[src/rtl/mul_mac_pipe.sv]
// mul_mac_pipe: pipelined UU/SU/US/SS int/frac multiply-accumulate with rounding, saturation, dual MR banks and slice transfers
module mul_mac_pipe #(
  parameter int RF_DATASIZE = 16,
  parameter int GUARD = RF_DATASIZE / 2,
  parameter int PIPE_STAGES = 1
) (
  input  logic                   clk,
  input  logic                   reset,
  input  logic [RF_DATASIZE-1:0] xb_dtx,
  input  logic [RF_DATASIZE-1:0] xb_dty,
  input  logic                   ps_mul_en,
  input  logic                   ps_mul_otreg,
  input  logic [3:0]             ps_mul_dtsts,
  input  logic [1:0]             ps_mul_cls,
  input  logic [1:0]             ps_mul_sc,
  input  logic                   ps_mul_mrsel,
  input  logic                   ps_mul_clrsticky,
  output logic [RF_DATASIZE-1:0] mul_xb_dt,
  output logic                   mul_ps_valid,
  output logic                   mul_ps_mv,
  output logic                   mul_ps_mn,
  output logic                   mul_ps_mvs
);
  localparam int W = RF_DATASIZE;
  localparam int MRW = 2 * W + GUARD;
  localparam int D = PIPE_STAGES > 0 ? PIPE_STAGES : 1;
  typedef struct packed {
    logic v;
    logic otreg;
    logic [2:0] typ;
    logic [1:0] cls;
    logic [1:0] sc;
    logic mrsel;
    logic [W-1:0] x;
  } ctl_t;
  ctl_t e0, ea;
  ctl_t cs [D];
  logic [MRW-1:0] ps [D];
  logic [W-1:0] e0_y, rd;
  logic e0_rnd, sat, xfer, sgn, frac, mv;
  logic signed [W:0] xe, ye;
  logic signed [2*W:0] full;
  logic [2*W-1:0] p_sel, p_add, p_fin;
  logic [MRW-1:0] prod, ea_p, mrf, mrb, cur, out, sat_val, wr;
  function automatic logic ovf(input logic [MRW-1:0] v, input logic s, input logic f);
    logic [MRW-W:0] si;
    logic [GUARD:0] sf;
    si = v[MRW-1:W-1];
    sf = v[MRW-1:2*W-1];
    return f ? (s ? !(&sf || !(|sf)) : |v[MRW-1:2*W]) : (s ? !(&si || !(|si)) : |v[MRW-1:W]);
  endfunction
  always_ff @(posedge clk or negedge reset)
    if (!reset) begin
      e0 <= '0;
      e0_y <= '0;
      e0_rnd <= 1'b0;
    end else if (ps_mul_en) begin
      e0 <= {1'b1, ps_mul_otreg, ps_mul_dtsts[3:1], ps_mul_cls, ps_mul_sc, ps_mul_mrsel, xb_dtx};
      e0_y <= xb_dty;
      e0_rnd <= ps_mul_dtsts[0];
    end else begin
      e0.v <= 1'b0;
    end
  assign xe = {e0.typ[1] & e0.x[W-1], e0.x};
  assign ye = {e0.typ[2] & e0_y[W-1], e0_y};
  assign full = (2*W+1)'(xe) * (2*W+1)'(ye);
  assign p_sel = &e0.typ ? {full[2*W-2:0], 1'b0} : full[2*W-1:0];
  assign p_add = p_sel + ((2*W)'(1) << (W - 1));
  assign p_fin = e0_rnd && e0.typ[0] ? {p_add[2*W-1:W], {W{1'b0}}} : p_sel;
  assign prod = {{GUARD{|e0.typ[2:1] & full[2*W]}}, p_fin};
  always_ff @(posedge clk or negedge reset)
    if (!reset) begin
      for (int i = 0; i < D; i++) begin
        cs[i] <= '0;
        ps[i] <= '0;
      end
    end else begin
      cs[0] <= e0;
      ps[0] <= prod;
      for (int i = 1; i < D; i++) begin
        cs[i] <= cs[i-1];
        ps[i] <= ps[i-1];
      end
    end
  assign ea = PIPE_STAGES == 0 ? e0 : cs[D-1];
  assign ea_p = PIPE_STAGES == 0 ? prod : ps[D-1];
  always_comb begin
    cur = ea.mrsel ? mrb : mrf;
    sat = ea.cls == 2'b00 && ea.sc == 2'b11;
    xfer = ea.cls == 2'b00 && !sat;
    sgn = sat ? ea.typ[1] : |ea.typ[2:1];
    frac = ea.typ[0];
    sat_val = frac ? (sgn ? {{(GUARD+1){cur[MRW-1]}}, {(2*W-1){!cur[MRW-1]}}} : {{GUARD{1'b0}}, {(2*W){1'b1}}})
                   : (sgn ? {{(MRW-W+1){cur[MRW-1]}}, {(W-1){!cur[MRW-1]}}} : {{(MRW-W){1'b0}}, {W{1'b1}}});
    wr = ea.sc == 2'b00 ? {cur[MRW-1:W], ea.x}
       : ea.sc == 2'b01 ? {{GUARD{ea.x[W-1]}}, ea.x, cur[W-1:0]}
       : {ea.x[GUARD-1:0], cur[2*W-1:0]};
    rd = ea.sc == 2'b00 ? cur[W-1:0]
       : ea.sc == 2'b01 ? cur[2*W-1:W]
       : {{(W-GUARD){cur[MRW-1]}}, cur[MRW-1:2*W]};
    out = ea.cls == 2'b01 ? ea_p
        : ea.cls == 2'b10 ? cur + ea_p
        : ea.cls == 2'b11 ? cur - ea_p
        : sat ? (ovf(cur, sgn, frac) ? sat_val : cur)
        : wr;
    mv = ea.v && !xfer && ovf(out, sgn, frac);
  end
  assign mul_ps_valid = ea.v;
  assign mul_xb_dt = !ea.v ? '0 : xfer && !ea.otreg ? rd : frac ? out[2*W-1:W] : out[W-1:0];
  assign mul_ps_mv = mv;
  assign mul_ps_mn = ea.v && !xfer && |ea.typ[2:1] && out[MRW-1];
  always_ff @(posedge clk or negedge reset)
    if (!reset) begin
      mrf <= '0;
      mrb <= '0;
      mul_ps_mvs <= 1'b0;
    end else begin
      if (ea.v && ea.otreg && !ea.mrsel) mrf <= out;
      if (ea.v && ea.otreg && ea.mrsel) mrb <= out;
      mul_ps_mvs <= mv ? 1'b1 : ps_mul_clrsticky ? 1'b0 : mul_ps_mvs;
    end
endmodule

[config.mk]
export PLATFORM = sky130hd
export DESIGN_NAME = mul_mac_pipe
export DESIGN_NICKNAME = d
export VERILOG_FILES = /design/src/rtl/mul_mac_pipe.sv
export SDC_FILE = /design/constraint.sdc
export NUM_CORES = 1
export LEC_CHECK = 0
export ABC_AREA = 1
export CORE_ASPECT_RATIO = 0.8
export CORE_UTILIZATION = 50
export DETAILED_ROUTE_END_ITERATION = 8
export GPL_ROUTABILITY_DRIVEN = 0
export PLACE_DENSITY = 0.65
export REMOVE_ABC_BUFFERS = 1
export SYNTH_ARGS = -nofsm -noshare
export SYNTH_HDL_FRONTEND = slang
export SYNTH_SLANG_ARGS = --single-unit
[constraint.sdc]
create_clock -name clk -period 8.2 [get_ports clk]
set_input_delay 1.23 -clock clk [delete_from_list [all_inputs] [get_ports clk]]
set_output_delay 1.23 -clock clk [all_outputs]
set_load 0.05 [all_outputs]
Word level (Yosys, flattened, before mapping)
Cells that the tools add are included.
Widths: inputs -> output; s select.
{ "classes": {"n_reduce_logical": 46, "n_mul": 1, "n_div": 0, "n_bitwise": 3, "shift": 0, "magnitude_cmp": 0, "n_eq_ne": 5, "n_addsub": 3, "muxes": 28} }
{ "op_table": {"columns": ["operator", "n"], "rows": [
  ["$mux 40", 11],
  ["$mux 16", 5],
  ["$mux 32", 2],
  ["$reduce_and 25->1", 2],
  ["$reduce_or 25->1", 2],
  ["$reduce_or 24->1", 2],
  ["$add 40x40->40", 1],
  ["$sub 40x40->40", 1],
  ["$mul 17x17->33", 1],
  ["$add 32x16->32 const B", 1],
  ["$reduce_and 9->1", 2],
  ["$reduce_or 9->1", 2],
  ["$reduce_or 8->1", 2],
  ["$logic_not 1->1", 13],
  ["$logic_and 1x1->1", 11],
  ["$mux 1", 10],
  ["$eq 2x2->1 const B", 3],
  ["$eq 2x1->1 const B", 2],
  ["$logic_not 2->1", 2],
  ["$logic_or 1x1->1", 4],
  ["$reduce_or 2->1", 2],
  ["$and 1x1->1", 3],
  ["$reduce_and 3->1", 1],
  ["$reduce_bool 2->1", 1]
]} }
{ "word_totals": {"inputBits": 46, "reg_bits": 183, "mem_bits_ro": 0, "n_memories": 0, "latch_bits": 0, "mem_bits_rw": 0} }

Logic depth before layout (Yosys ltp)
{ "depth": {"depth_word": 20, "depth_mapped": 39, "mapped_depth_nobuf": 37} }

Least setup slack after synthesis
OpenSTA, ideal clock, no wires.
{ "synth_path": {"path_type": "reg-to-reg", "start": "reg e0[15] in the netlist's numbering", "end": "reg ps (netlist bit ea_p[30])", "required_time_ps": 8083, "setup_slack_ps": 1465, "arrival_time_ps": 6618, "path_stages_with_launch": 28, "path_cell_list": "dfrtp_1 clkbuf_1 nand2_1 clkbuf_1 nor2_1 fa_1 inv_1 fa_1 inv_1 fa_1 fa_1 fa_1 fa_1 ha_1 nand2_1 nor4_1 nand3_1 nand3_1 nand3_1 nand2_1 a21oi_1 xor2_1 a21boi_0 nor3b_1 nand3_1 xor2_1 nand2_1 nand2_1"} }
{ "synth_via": {"elab_chain_cells": 5} }
{ "synth_lines": {"columns": ["element", "line", "rtl"], "rows": [
  ["from (decl)", "36", "ctl_t e0, ea;"],
  ["from (signal assigned)", "58", "e0 <= {1'b1, ps_mul_otreg, ps_mul_dtsts[3:1], ps_mul_cls, ps_mul_sc, ps_mul_mrsel, xb_dtx};"],
  ["$and 1x1->1", "64", "assign xe = {e0.typ[1] & e0.x[W-1], e0.x};"],
  ["$mul 17x17->33 *", "66", "assign full = (2*W+1)'(xe) * (2*W+1)'(ye);"],
  ["$mux 32 *", "67", "assign p_sel = &e0.typ ? {full[2*W-2:0], 1'b0} : full[2*W-1:0];"],
  ["$add 32x16->32", "68", "assign p_add = p_sel + ((2*W)'(1) << (W - 1));"],
  ["$mux 32 *", "69", "assign p_fin = e0_rnd && e0.typ[0] ? {p_add[2*W-1:W], {W{1'b0}}} : p_sel;"],
  ["named net p_fin[30]", "43", "logic [2*W-1:0] p_sel, p_add, p_fin;"],
  ["to (signal, indexed assignment)", "82", "ps[i] <= ps[i-1];"],
  ["to (decl)", "38", "logic [MRW-1:0] ps [D];"]
]} }
Mark *: on every way through the listed nets, which the timed path passes. The rest lies on a longest branch.
A chain may end at the register's enable or synchronous reset.

Worst setup path in the final report
{ "layout_path": {"start": "reg cs[16] in the netlist's numbering", "end": "out mul_ps_mv"} }
{ "layout_via": {"elab_chain_cells": 19, "elab_cells_between_ends": 45, "classes_between": "add/sub (2); mux (17); reduce/logical (26)"} }
{ "layout_lines": {"columns": ["element", "line", "rtl"], "rows": [
  ["from (decl)", "37", "ctl_t cs [D];"],
  ["from (signal, indexed assignment)", "81", "cs[i] <= cs[i-1];"],
  ["$mux 40 *", "88", "cur = ea.mrsel ? mrb : mrf;"],
  ["parallel branches: the longest is 9 deep, another holds $sub 40x40->40", null, null],
  ["$mux 40 *", "102", ": ea.cls == 2'b10 ? cur + ea_p"],
  ["$mux 40 *", "101", "out = ea.cls == 2'b01 ? ea_p"],
  ["$reduce_or 25->1 / $reduce_or 9->1 (equally long branches)", "50", "return f ? (s ? !(&sf || !(|sf)) : |v[MRW-1:2*W]) : (s ? !(&si || !(|si)) : |v[MRW-1:W]);"],
  ["$logic_not 1->1", "50", null],
  ["$logic_or 1x1->1", "50", null],
  ["$logic_not 1->1", "50", null],
  ["$mux 1", "50", null],
  ["$mux 1 *", "50", null],
  ["$logic_and 1x1->1 *", "106", "mv = ea.v && !xfer && ovf(out, sgn, frac);"],
  ["to (decl)", "20", "output logic mul_ps_mv,"]
]} }
Every way passes the cells marked *.

==> results.md <==
- Grouping stages by cell kind, the critical path spends the most delay in compound AO/OA/AOI/OAI gates.
- The number of primary I/O pins is 66.
- The critical path arrival is 6.39 ns.
- Across every metal layer, demand over resource in global routing totals 0.353.
- The initial standard-cell utilization of the core is 0.508.
- Setup repair after global routing left no endpoint under its margin.
- The signal on the critical path passes through inv_4 > nand2_1 > nand2_1 > ha_1 > o21ai_0 > a31oi_1 > o21ai_0 > nand2_1 > nand3_1 > o21ai_0 > nand3_1 > nand2_1 > nor2_1 > nand2_1 > nor2_1 > nand4_1 > nand2_1 > nand3_1 > nand2_1 > nand2_1 > nand2_1 > inv_1 > clkdlybuf4s50_1.
- The number of hold-repair buffers added at the cts stage is 0.
- The wire length reported by the detailed router is 93800 microns.
- The master of the slowest instance on the critical path is sky130_fd_sc_hd__clkdlybuf4s50_1.
- The critical path in this run is classified as flop to primary output.
- The first global-routing pass estimated 144000 microns of wire.
- The initial antenna violation count was 0.
- The run finished with clean final reports.
- The average instance in the mapped netlist occupies 6.91 sq um.
- For the final database, setup skew stands at 0.0170 ns.
- For the pin with the worst max-slew slack, the measured transition is 1.45 ns.
- The area of the core is 52600 sq um.
- The largest net degree at the start of global routing is 74.
- Setup violations remaining at the end of the flow were counted as 0.
- The post-synthesis instance total is 3867.
- The die area is 54400 sq um.
- The synthesized design contains 0 enable-type register cells.
- In this design, the stage delay of the slowest critical-path cell is 0.79 ns.
- For the worst setup path, the data required time is 6.97 ns.
- The commonest cells after synthesis are sky130_fd_sc_hd__nand2_1 (988), sky130_fd_sc_hd__inv_1 (792), sky130_fd_sc_hd__o21ai_0 (301), sky130_fd_sc_hd__fa_1 (292), sky130_fd_sc_hd__nor2_1 (277).
- The top fanout value on the critical path is 23.
- Ranked by total cell area, the synthesized netlist is headed by sky130_fd_sc_hd__fa_1 (22%), sky130_fd_sc_hd__dfrtp_1 (17%), sky130_fd_sc_hd__nand2_1 (14%), sky130_fd_sc_hd__inv_1 (11%), sky130_fd_sc_hd__ha_1 (7.6%).
- Clock-pin slew was measured on the worst setup and hold paths at 0.08 ns.
- The number of max-cap violations is 0.
- The source-to-sink clock delay at the later pin of the worst-skew pair is 0.49 ns.
- The slack of the worst reg-to-reg path is 0.64 ns.
- The maximum operating frequency is 131 MHz.
- The DRC violation count after routing is 0.
- The total half-perimeter wirelength after legalization and detailed placement is 76100 microns.
- The path class of the tightest hold or removal check is flop to flop.
- Adding up every negative setup slack in the final design gives 0 ns.
- For this run, the detailed router's first-pass iteration total came to 7.
- The most frequently used flop master after synthesis is sky130_fd_sc_hd__dfrtp_1.
- The average detailed-routed wire length per instance is 20.6 microns.
- The number of global-route vias before repair is 24.0k.
- After the last flow step, the layout net total stands at 4346.
- In this run the core area contains 75 standard-cell rows.
- The count of antenna diodes in the layout is 0.
- The ratio of cells with drive above 1 in the final layout is 0.0433.
- The die is 209 microns tall.
- The nature of the critical path endpoint is a primary output.
- The synthesized design contains 183 register bits.
- The number of warnings printed during yosys synthesis is 0.
- The top cell type by total area after synthesis is sky130_fd_sc_hd__fa_1.
- The TritonCTS clock tree is done.
- The relative area change from synthesis to final layout is 7.07%.
- The number of buffer and inverter instances along the worst setup path is 3.
- The async set-or-reset flop fraction in the synthesized netlist is 1.00.
- TritonCTS created 17 clock buffers.
- The portion of the post-synthesis area used by sequential elements is 0.171.
- The minimum clock period is 7.62 ns.
- The final-report hold violation count was 0.
- Gates resized during post-CTS repair numbered 0.
- The max-slew violation count is 0.
- The worst setup path is launched from a flop.
- The distinct cell type count after synthesis is 58.
- The critical path's most frequent cell is sky130_fd_sc_hd__nand2_1.
- Counting along the longest clock path gives a buffer depth of 2.
- The total congestion overflow after global routing is 0.
- The synthesized netlist occupies a cell area of 26700 sq um.
- The violation count after the first detailed-routing iteration is 3285.
- Headroom to the max-slew limit came out at 0.0226.
- The share of synthesized area in the top cell type comes to 0.219.
- The routed via count is 25.6k.
- The quantity of I/O buffers inserted on ports is 65.
- Dividing the final minimum period by the clock period gives 0.930.
- After clock tree synthesis, the setup repair step added 0 buffers.
- The number of H-tree branching levels is 4.
- The number of clock sinks is 183.
- The cell with the most instances after synthesis is sky130_fd_sc_hd__nand2_1.
- The die extent in x is 260 microns.
- The tightest hold path in the finished design has a slack of 0.353 ns.
- The final antenna-violating net count is 0.
- After detailed routing, the number of vias per cell comes to 5.62.
- The cell at the root of the clock tree is sky130_fd_sc_hd__clkbuf_16.
[metrics by stage]
step,util,area [sq um],std cells,setup WS [ns]
3_3_place_gp,0.532,28000,4519,1.04
4_1_cts,0.544,28600,4551,0.710
3_5_place_dp,0.532,28000,4519,0.760
5_1_grt,0.544,28600,4551,0.166
2_1_floorplan,-,26000,3696,1.44
6_report,0.544,28600,4551,0.575
[layout by cell type, fill, tap and decap left out, types with 5 or more instances in the layout]
| cell | instances |
|---|---|
| sky130_fd_sc_hd__nand2_1 | 988 |
| sky130_fd_sc_hd__inv_1 | 792 |
| sky130_fd_sc_hd__o21ai_0 | 301 |
| sky130_fd_sc_hd__fa_1 | 292 |
| sky130_fd_sc_hd__nor2_1 | 275 |
| sky130_fd_sc_hd__a21oi_1 | 203 |
| sky130_fd_sc_hd__dfrtp_1 | 182 |
| sky130_fd_sc_hd__ha_1 | 163 |
| sky130_fd_sc_hd__nand3_1 | 153 |
| sky130_fd_sc_hd__buf_4 | 64 |
| sky130_fd_sc_hd__clkdlybuf4s50_1 | 63 |
| sky130_fd_sc_hd__xor2_1 | 43 |
| sky130_fd_sc_hd__nand4_1 | 28 |
| sky130_fd_sc_hd__nor3_1 | 26 |
| sky130_fd_sc_hd__o21ai_1 | 23 |
| sky130_fd_sc_hd__o22ai_1 | 20 |
| sky130_fd_sc_hd__mux2_2 | 19 |
| sky130_fd_sc_hd__o221ai_1 | 18 |
| sky130_fd_sc_hd__clkbuf_16 | 17 |
| sky130_fd_sc_hd__a31oi_1 | 15 |
| sky130_fd_sc_hd__or2_2 | 13 |
| sky130_fd_sc_hd__xnor2_1 | 13 |
| sky130_fd_sc_hd__o21bai_1 | 12 |
| sky130_fd_sc_hd__a21o_1 | 10 |
| sky130_fd_sc_hd__clkinv_1 | 9 |
| sky130_fd_sc_hd__nand2_2 | 9 |
| sky130_fd_sc_hd__a21boi_0 | 9 |
| sky130_fd_sc_hd__o211ai_1 | 9 |
| sky130_fd_sc_hd__o21a_1 | 8 |
| sky130_fd_sc_hd__nor3_2 | 6 |
| sky130_fd_sc_hd__o21ai_2 | 5 |
| sky130_fd_sc_hd__and2_1 | 5 |
| sky130_fd_sc_hd__inv_8 | 5 |
| sky130_fd_sc_hd__clkinv_4 | 5 |
[flip-flops by register name, indices dropped and copies added, names as in the netlist]
signal / cells
cs: 25
e0: 26
e0_rnd: 1
e0_y: 16
ea_p: 33
mrb: 40
mrf: 40
mul_ps_mvs: 1
mul_ps_valid: 1
[path summary, 6_finish.rpt]
check | start | endpoint | cells past startpoint
worst max-delay path | cs[16]$_DFF_PN0_ | mul_ps_mv | 23
worst min-delay path | e0[25]$_DFF_PN0_ | mul_ps_valid$_DFF_PN0_ | 0
worst max register to register | e0_y[5]$_DFFE_PN0P_ | ea_p[30]$_DFF_PN0_ | 25
worst min register to register | e0[25]$_DFF_PN0_ | mul_ps_valid$_DFF_PN0_ | 0
max in group asynchronous | reset | ea_p[15]$_DFF_PN0_ | 2
min in group asynchronous | reset | mrf[33]$_DFFE_PN0P_ | 1
[per-layer routing]
metal / vias up / GRT usage / share of wire
met1: 12100 / 0.533 / 0.44
met2: 1530 / 0.462 / 0.38
met3: 163 / 0.138 / 0.15
met5: - / 0 / 0
met4: 0 / 0.0905 / 0.028
li1: 11800 / - / -
[logic make-up (layout without fill, tap and decap cells)]
group           Yosys count  in the layout  share of synthesized area
buf+inv                 975            966                      0.140
xor+xnor                 56             56                     0.0184
fa+ha+maj               455            455                      0.295
mux                      19             19                    0.00801
simple gates           1523           1523                      0.231
compound gates          656            656                      0.136
flops                   183            183                      0.171
[area by class of cell]
cell class | instances | area, sq um
timing repair buffer | 130 | 1150
fill | 5224 | 24000
multi-input combinational | 2709 | 18400
tap | 693 | 867
sequential | 183 | 4580
inverter | 804 | 3020
clock inverter | 14 | 156
clock buffer | 18 | 429
Power is not shown: default switching activity piles up to over one toggle a cycle in this logic, so the estimate is an artifact.
